## config.mk

```make
export PLATFORM = sky130hd
export DESIGN_NAME = ddr_wr_arbiter
export DESIGN_NICKNAME = d
export VERILOG_FILES = /design/src/rtl/ddr_arb_pkg.sv /design/src/rtl/ddr_wr_arbiter_rr_pick_logic.sv /design/src/rtl/ddr_wr_arbiter.sv
export SDC_FILE = /design/constraint.sdc
export NUM_CORES = 1
export LEC_CHECK = 0
export CAP_MARGIN = 20
export CORE_AREA = 2 2 583 585
export DETAILED_ROUTE_END_ITERATION = 10
export DIE_AREA = 0 0 585 587
export GPL_ROUTABILITY_DRIVEN = 0
export HOLD_SLACK_MARGIN = 0.02
export PLACE_DENSITY = 0.3
export SKIP_CTS_REPAIR_TIMING = 1
export SLEW_MARGIN = 20
export SYNTH_ARGS = -nofsm -noshare
export SYNTH_HDL_FRONTEND = slang
export SYNTH_SLANG_ARGS = --single-unit
export TNS_END_PERCENT = 50
```

## constraint.sdc

```tcl
create_clock -name ddr_clk -period 4.4 [get_ports ddr_clk]
set_input_delay 0.88 -clock ddr_clk [delete_from_list [all_inputs] [get_ports ddr_clk]]
set_output_delay 0.88 -clock ddr_clk [all_outputs]
set_load 0.02 [all_outputs]
```

## src/rtl/ddr_arb_pkg.sv

```systemverilog
// Shared types and helpers for the DDR write/read round-robin arbiters.
package ddr_arb_pkg;

    typedef enum logic [1:0] {
        ST_IDLE = 2'd0,
        ST_REQ  = 2'd1,
        ST_DATA = 2'd2,
        ST_DONE = 2'd3
    } arb_state_t;

    localparam int unsigned WD_CNT_W  = 17;
    localparam int unsigned MAX_CH    = 32;
    localparam int unsigned MAX_IDX_W = 5;

    typedef struct packed {
        logic                 valid;
        logic [MAX_IDX_W-1:0] idx;
    } rr_pick_t;

    function automatic int unsigned ch_idx_w(input int unsigned n);
        return (n > 1) ? $clog2(n) : 1;
    endfunction

    // First set request at or above ptr, wrapping modulo n.
    function automatic rr_pick_t rr_pick(
        input logic [MAX_CH-1:0]    req,
        input logic [MAX_IDX_W-1:0] ptr,
        input int unsigned          n
    );
        rr_pick_t    r;
        int unsigned j;
        r = '0;
        for (int unsigned k = 0; k < MAX_CH; k++) begin
            if (k < n && !r.valid) begin
                j = 32'(ptr) + k;
                if (j >= n) j = j - n;
                if (req[j[MAX_IDX_W-1:0]]) begin
                    r.valid = 1'b1;
                    r.idx   = j[MAX_IDX_W-1:0];
                end
            end
        end
        return r;
    endfunction

endpackage

```

## src/rtl/ddr_wr_arbiter_rr_pick_logic.sv

```systemverilog
// Round-robin picker: rotate by pointer, priority-encode, un-rotate.
module rr_pick_logic #(
    parameter int unsigned NUM_CH = 4,
    parameter int unsigned IW     = 2
) (
    input  logic [NUM_CH-1:0] i_req,
    input  logic [IW-1:0]     i_ptr,
    output logic [IW-1:0]     o_idx,
    output logic              o_valid
);

    logic [NUM_CH-1:0] w_rot;
    logic [IW-1:0]     w_off;
    int                w_j;

    always_comb begin
        w_rot   = '0;
        w_off   = '0;
        o_valid = 1'b0;
        o_idx   = '0;
        w_j     = 0;
        for (int k = 0; k < int'(NUM_CH); k++) begin
            w_j = int'(i_ptr) + k;
            if (w_j >= int'(NUM_CH)) w_j = w_j - int'(NUM_CH);
            w_rot[k] = i_req[IW'(w_j)];
        end
        for (int k = 0; k < int'(NUM_CH); k++) begin
            if (!o_valid && w_rot[k]) begin
                o_valid = 1'b1;
                w_off   = IW'(k);
            end
        end
        w_j = int'(i_ptr) + int'(w_off);
        if (w_j >= int'(NUM_CH)) w_j = w_j - int'(NUM_CH);
        o_idx = IW'(w_j);
    end

endmodule

```

## src/rtl/ddr_wr_arbiter.sv

```systemverilog
// Round-robin arbiter sharing one DDR write port among NUM_CH write cells.
// Optional burst watchdog: define WR_ARB_WATCHDOG_EN.
module ddr_wr_arbiter
    import ddr_arb_pkg::*;
#(
    parameter int unsigned NUM_CH      = 4,
    parameter int unsigned ADDR_WIDTH  = 27,
    parameter int unsigned LEN_WIDTH   = 16,
    parameter int unsigned DQ_WIDTH    = 32,
    parameter int unsigned TIMEOUT_CYC = 65535
) (
    input  logic                           ddr_clk,
    input  logic                           ddr_rstn,
    input  logic [NUM_CH-1:0]              ch_wreq,
    input  logic [NUM_CH*ADDR_WIDTH-1:0]   ch_waddr,
    input  logic [NUM_CH*LEN_WIDTH-1:0]    ch_wr_len,
    input  logic [NUM_CH*8*DQ_WIDTH-1:0]   ch_wdata,
    output logic [NUM_CH-1:0]              ch_wdata_req,
    output logic [NUM_CH-1:0]              ch_wdone,
    output logic                           ddr_wreq,
    output logic [ADDR_WIDTH-1:0]          ddr_waddr,
    output logic [LEN_WIDTH-1:0]           ddr_wr_len,
    output logic [8*DQ_WIDTH-1:0]          ddr_wdata,
    input  logic                           ddr_wdata_req,
    input  logic                           ddr_wdone,
    output logic [NUM_CH-1:0]              arb_grant,
    output logic                           arb_busy,
    output logic                           arb_err
);

    localparam int unsigned IW = ch_idx_w(NUM_CH);
    localparam int unsigned DW = 8 * DQ_WIDTH;
    localparam logic [IW-1:0] LAST_IDX = IW'(NUM_CH - 1);

    arb_state_t        r_state;
    logic [IW-1:0]     r_g;
    logic [IW-1:0]     r_rr_ptr;
    logic [NUM_CH-1:0] r_grant;

    logic [IW-1:0]     w_pick_idx;
    logic              w_pick_valid;
    logic              w_gnt_any;
    logic              w_req_g;
    logic              w_in_burst;
    logic              w_wd_hit;

    rr_pick_logic #(
        .NUM_CH (NUM_CH),
        .IW     (IW)
    ) u_pick (
        .i_req   (ch_wreq),
        .i_ptr   (r_rr_ptr),
        .o_idx   (w_pick_idx),
        .o_valid (w_pick_valid)
    );

    assign w_gnt_any  = |r_grant;
    assign w_req_g    = ch_wreq[r_g];
    assign w_in_burst = (r_state == ST_REQ) || (r_state == ST_DATA);

`ifdef WR_ARB_WATCHDOG_EN
    localparam logic [WD_CNT_W-1:0] WD_LAST = WD_CNT_W'(TIMEOUT_CYC - 1);

    logic [WD_CNT_W-1:0] r_wd_cnt;
    logic                r_err;

    assign w_wd_hit = w_in_burst && w_gnt_any && (r_wd_cnt == WD_LAST);
    assign arb_err  = r_err;

    // REQ is only entered from IDLE, so clearing in IDLE restarts each burst.
    always_ff @(posedge ddr_clk or negedge ddr_rstn) begin
        if (!ddr_rstn) begin
            r_wd_cnt <= '0;
            r_err    <= 1'b0;
        end else begin
            if (r_state == ST_IDLE) begin
                r_wd_cnt <= '0;
            end else if (w_in_burst) begin
                r_wd_cnt <= r_wd_cnt + 1'b1;
            end
            if (w_wd_hit) begin
                r_err <= 1'b1;
            end
        end
    end
`else
    assign w_wd_hit = 1'b0;
    assign arb_err  = 1'b0;
`endif

    assign ddr_wreq = (r_state == ST_REQ) && w_gnt_any && w_req_g;

    assign ch_wdata_req = (w_in_burst && ddr_wdata_req) ? r_grant : '0;
    assign ch_wdone     = (((r_state == ST_DATA) && ddr_wdone) || w_wd_hit)
                          ? r_grant : '0;

    assign ddr_waddr  = w_gnt_any ? ch_waddr[r_g*ADDR_WIDTH +: ADDR_WIDTH] : '0;
    assign ddr_wr_len = w_gnt_any ? ch_wr_len[r_g*LEN_WIDTH +: LEN_WIDTH] : '0;
    assign ddr_wdata  = w_gnt_any ? ch_wdata[r_g*DW +: DW] : '0;

    assign arb_grant = r_grant;
    assign arb_busy  = (r_state != ST_IDLE);

    always_ff @(posedge ddr_clk or negedge ddr_rstn) begin
        if (!ddr_rstn) begin
            r_state  <= ST_IDLE;
            r_g      <= '0;
            r_grant  <= '0;
            r_rr_ptr <= '0;
        end else begin
            unique case (r_state)
                ST_IDLE: begin
                    if (w_pick_valid) begin
                        r_g     <= w_pick_idx;
                        r_grant <= NUM_CH'(1) << w_pick_idx;
                        r_state <= ST_REQ;
                    end
                end
                ST_REQ: begin
                    if (w_wd_hit) begin
                        r_state <= ST_DONE;
                    end else if (ddr_wdata_req) begin
                        r_state <= ST_DATA;
                    end else if (!w_req_g) begin
                        // Cell withdrew: drop grant, keep pointer.
                        r_grant <= '0;
                        r_state <= ST_IDLE;
                    end
                end
                ST_DATA: begin
                    if (w_wd_hit || ddr_wdone) begin
                        r_state <= ST_DONE;
                    end
                end
                ST_DONE: begin
                    r_rr_ptr <= (r_g == LAST_IDX) ? '0 : r_g + 1'b1;
                    r_grant  <= '0;
                    r_state  <= ST_IDLE;
                end
                default: begin
                    r_state <= ST_IDLE;
                end
            endcase
        end
    end

endmodule

```

==> metrics <==
DP Cell Count 6,772; element type at the critical path end primary output; largest net degree at the start of global routing 93; Routed WL 271.8 mm; critical path buffer and inverter count 2; DRC 0; hold path cells 1; slowest CP cell clkdlybuf4s50_1; die boundary width 585 um; post-synthesis sequential area ratio 2.551%; cts bufs inserted 3; DR WL/cell 39.44 um; Worst Setup SP ch_wdata[479]; Worst path depth 4; crit path kind input pin to primary output; yosys warns 0; Worst Path Max Fanout 1; RSZ-0062 raised after global routing no; Hold Path Origin r_state[0]; Mean Syn Cell Area 12.45 sq um; Post-synth top flop dfrtp_1; remaining antenna violation count after routing 0; most common cell after layout, fill and taps aside clkdlybuf4s50_1; nets 3,452; Initial DRT Pass Iterations 5; Vias/cell 2.492; Cell Rows 214; Mapped Area 0.009808 sq mm; Worst Setup Slack, final -0.05651 ns; Slowest Stage Delay on Critical Path 0.89 ns; Core ar. 0.3379 sq mm; clock sink count 10; global-route wire length before repair 309.9 mm; post-synthesis to final-layout area growth 214.9%; Leak 9.179 nW; Setup crit start kind input pin; r2r startpoint r_g[0]; Fmax 0.2244 GHz; most frequent CP cell clkdlybuf4s50_1; Slew @ Worst Pin 0.7079 ns; Final min period 4.457 ns; type of the worst min-delay path flip-flop to flip-flop; CTS max path bufs 2; CTS root buffer clkbuf_16; Clk pin slew, worst setup/hold paths 0.04 ns; initial antenna violation count 434; Remaining Overflow, GRT 0; EDFF count, synth 0; H-tree depth 1; CTS tree done; worst reg2reg path depth 6; overall routing resource usage 15.21%; status finished with violations; I/O pin count 1,518; initial core utilization 2.903%; layout cells sized above 1 20.22%; failing checks setup timing; CP required 3.52 ns; later-pin clock latency in the skew report 0.24 ns; Net Count, Synth 1,999; Final Skew 0.003621 ns; flops & latches, synth 10; Post-Layout Cell Count 6,892; PortBufs 1,516; most frequent cells in the layout clkdlybuf4s50_1 (1,414), mux4_2 (300), nor2b_1 (298); final period utilization 101.3%; CP Cell Sequence clkdlybuf4s50_1 -> mux4_2 -> nor2b_1 -> clkdlybuf4s50_1; # setup viols final 1; full die area 0.3434 sq mm; Async SR Flop Fraction 100.0%; vias in the first global route 17,070; crit-path leading delay family buffers and inverters; Fin Hold WS 0.6300 ns; Mapped Cells 788; Fin. Hold Viols 0; worst rel slew slack 52.80%; Vias 17,180; PwrDens 539.5 mW/mm^2; Die Y 587 um; Max Slew Vio Count 0; hpwl dp 258.0 mm; Crit path arrival time 3.58 ns; Distinct cells, synth 33; Max-Cap Viols 0; initial DRC count 1,185; Worst VDD drop 0.2779 mV
==> per-layer routing <==
metal / vias to the layer above / share of wire (%) / GRT usage (%)
met5: - / 0.57 / 0
met4: 226 / 3.6 / 3.758
met3: 647 / 15 / 9.463
met2: 1673 / 45 / 24.68
li1: 6277 / - / -
met1: 8355 / 37 / 16.51
==> state kept, by name, indices dropped and copies added, names as in the netlist, named ones only <==
register,count
arb_grant,4
r_g,2
r_rr_ptr,2
r_state,1
==> cell families after synthesis <==
logic type,after synthesis,share of synthesized area (%)
fa+ha+maj,7,0.8929
buf+inv,109,4.580
compound gates,17,1.212
flops,10,2.551
other cells,1,0.03823
xor+xnor,3,0.2679
mux,304,69.33
simple gates,337,21.12
==> stage by stage <==
stage          cell area (sq um)  setup TNS, ns  setup slack, ns  utilization (%)  power, W
4_1_cts                    30600     -0.0007008       -0.0007008            9.054   0.01728
6_report                   30890       -0.05651         -0.05651            9.141   0.01666
5_1_grt                    30740              0          0.07310            9.097   0.01747
3_5_place_dp               30510              0         0.004160            9.028   0.01701
2_1_floorplan               9808              0            1.529                -  0.007623
3_3_place_gp               30510      -0.002109        -0.002109            9.028   0.01711
==> cell usage after synthesis, types with 2 or more instances <==
cell / n / area share, %
buf_1: 4 / 0.15
dfrtp_1: 10 / 2.6
o32ai_1: 2 / 0.18
mux2_2: 3 / 0.34
and3_1: 10 / 0.64
buf_2: 29 / 1.5
clkbuf_1: 70 / 2.7
ha_1: 7 / 0.89
nand2_1: 9 / 0.34
o21ai_2: 2 / 0.18
mux4_2: 300 / 69
or4_1: 2 / 0.15
o21ai_0: 5 / 0.26
nand2b_1: 2 / 0.13
nor2b_1: 299 / 19
a21oi_1: 2 / 0.10
inv_1: 5 / 0.19
xnor2_1: 2 / 0.18
nor2_1: 11 / 0.42
==> power breakdown <==
group | total, W | switching (W) | internal [W] | leakage [nW]
clock | 0.000183 | 0.0000462 | 0.000137 | 0.0449
combinational | 0.0162 | 0.00928 | 0.00695 | 9.01
sequential | 0.000255 | 0.000119 | 0.000137 | 0.124
total | 0.0167 | 0.00944 | 0.00722 | 9.18
==> area by class of cell <==
| cell class | instances | area, sq um |
|---|---|---|
| clock buffers | 4 | 88.84 |
| inverters | 5 | 18.77 |
| multi-input cells | 669 | 9117 |
| well taps | 4536 | 5675 |
| fillers | 39260 | 307000 |
| repair buffers | 1552 | 15440 |
| diodes | 116 | 290.3 |
| flip-flops and latches | 10 | 257.7 |
==> final timing paths <==
path / end / slack, ns
max in group asynchronous: r_g[0] / 3.02
worst max-delay path: ddr_wdata[223] / -0.06
worst min register to register: flip-flop / 0.63
worst max register to register: arb_grant[0] / 1.81
worst min-delay path: flip-flop / 0.63
min in group asynchronous: r_rr_ptr[0] / 1.00
Note: power is estimated with default switching activity, not from simulation.
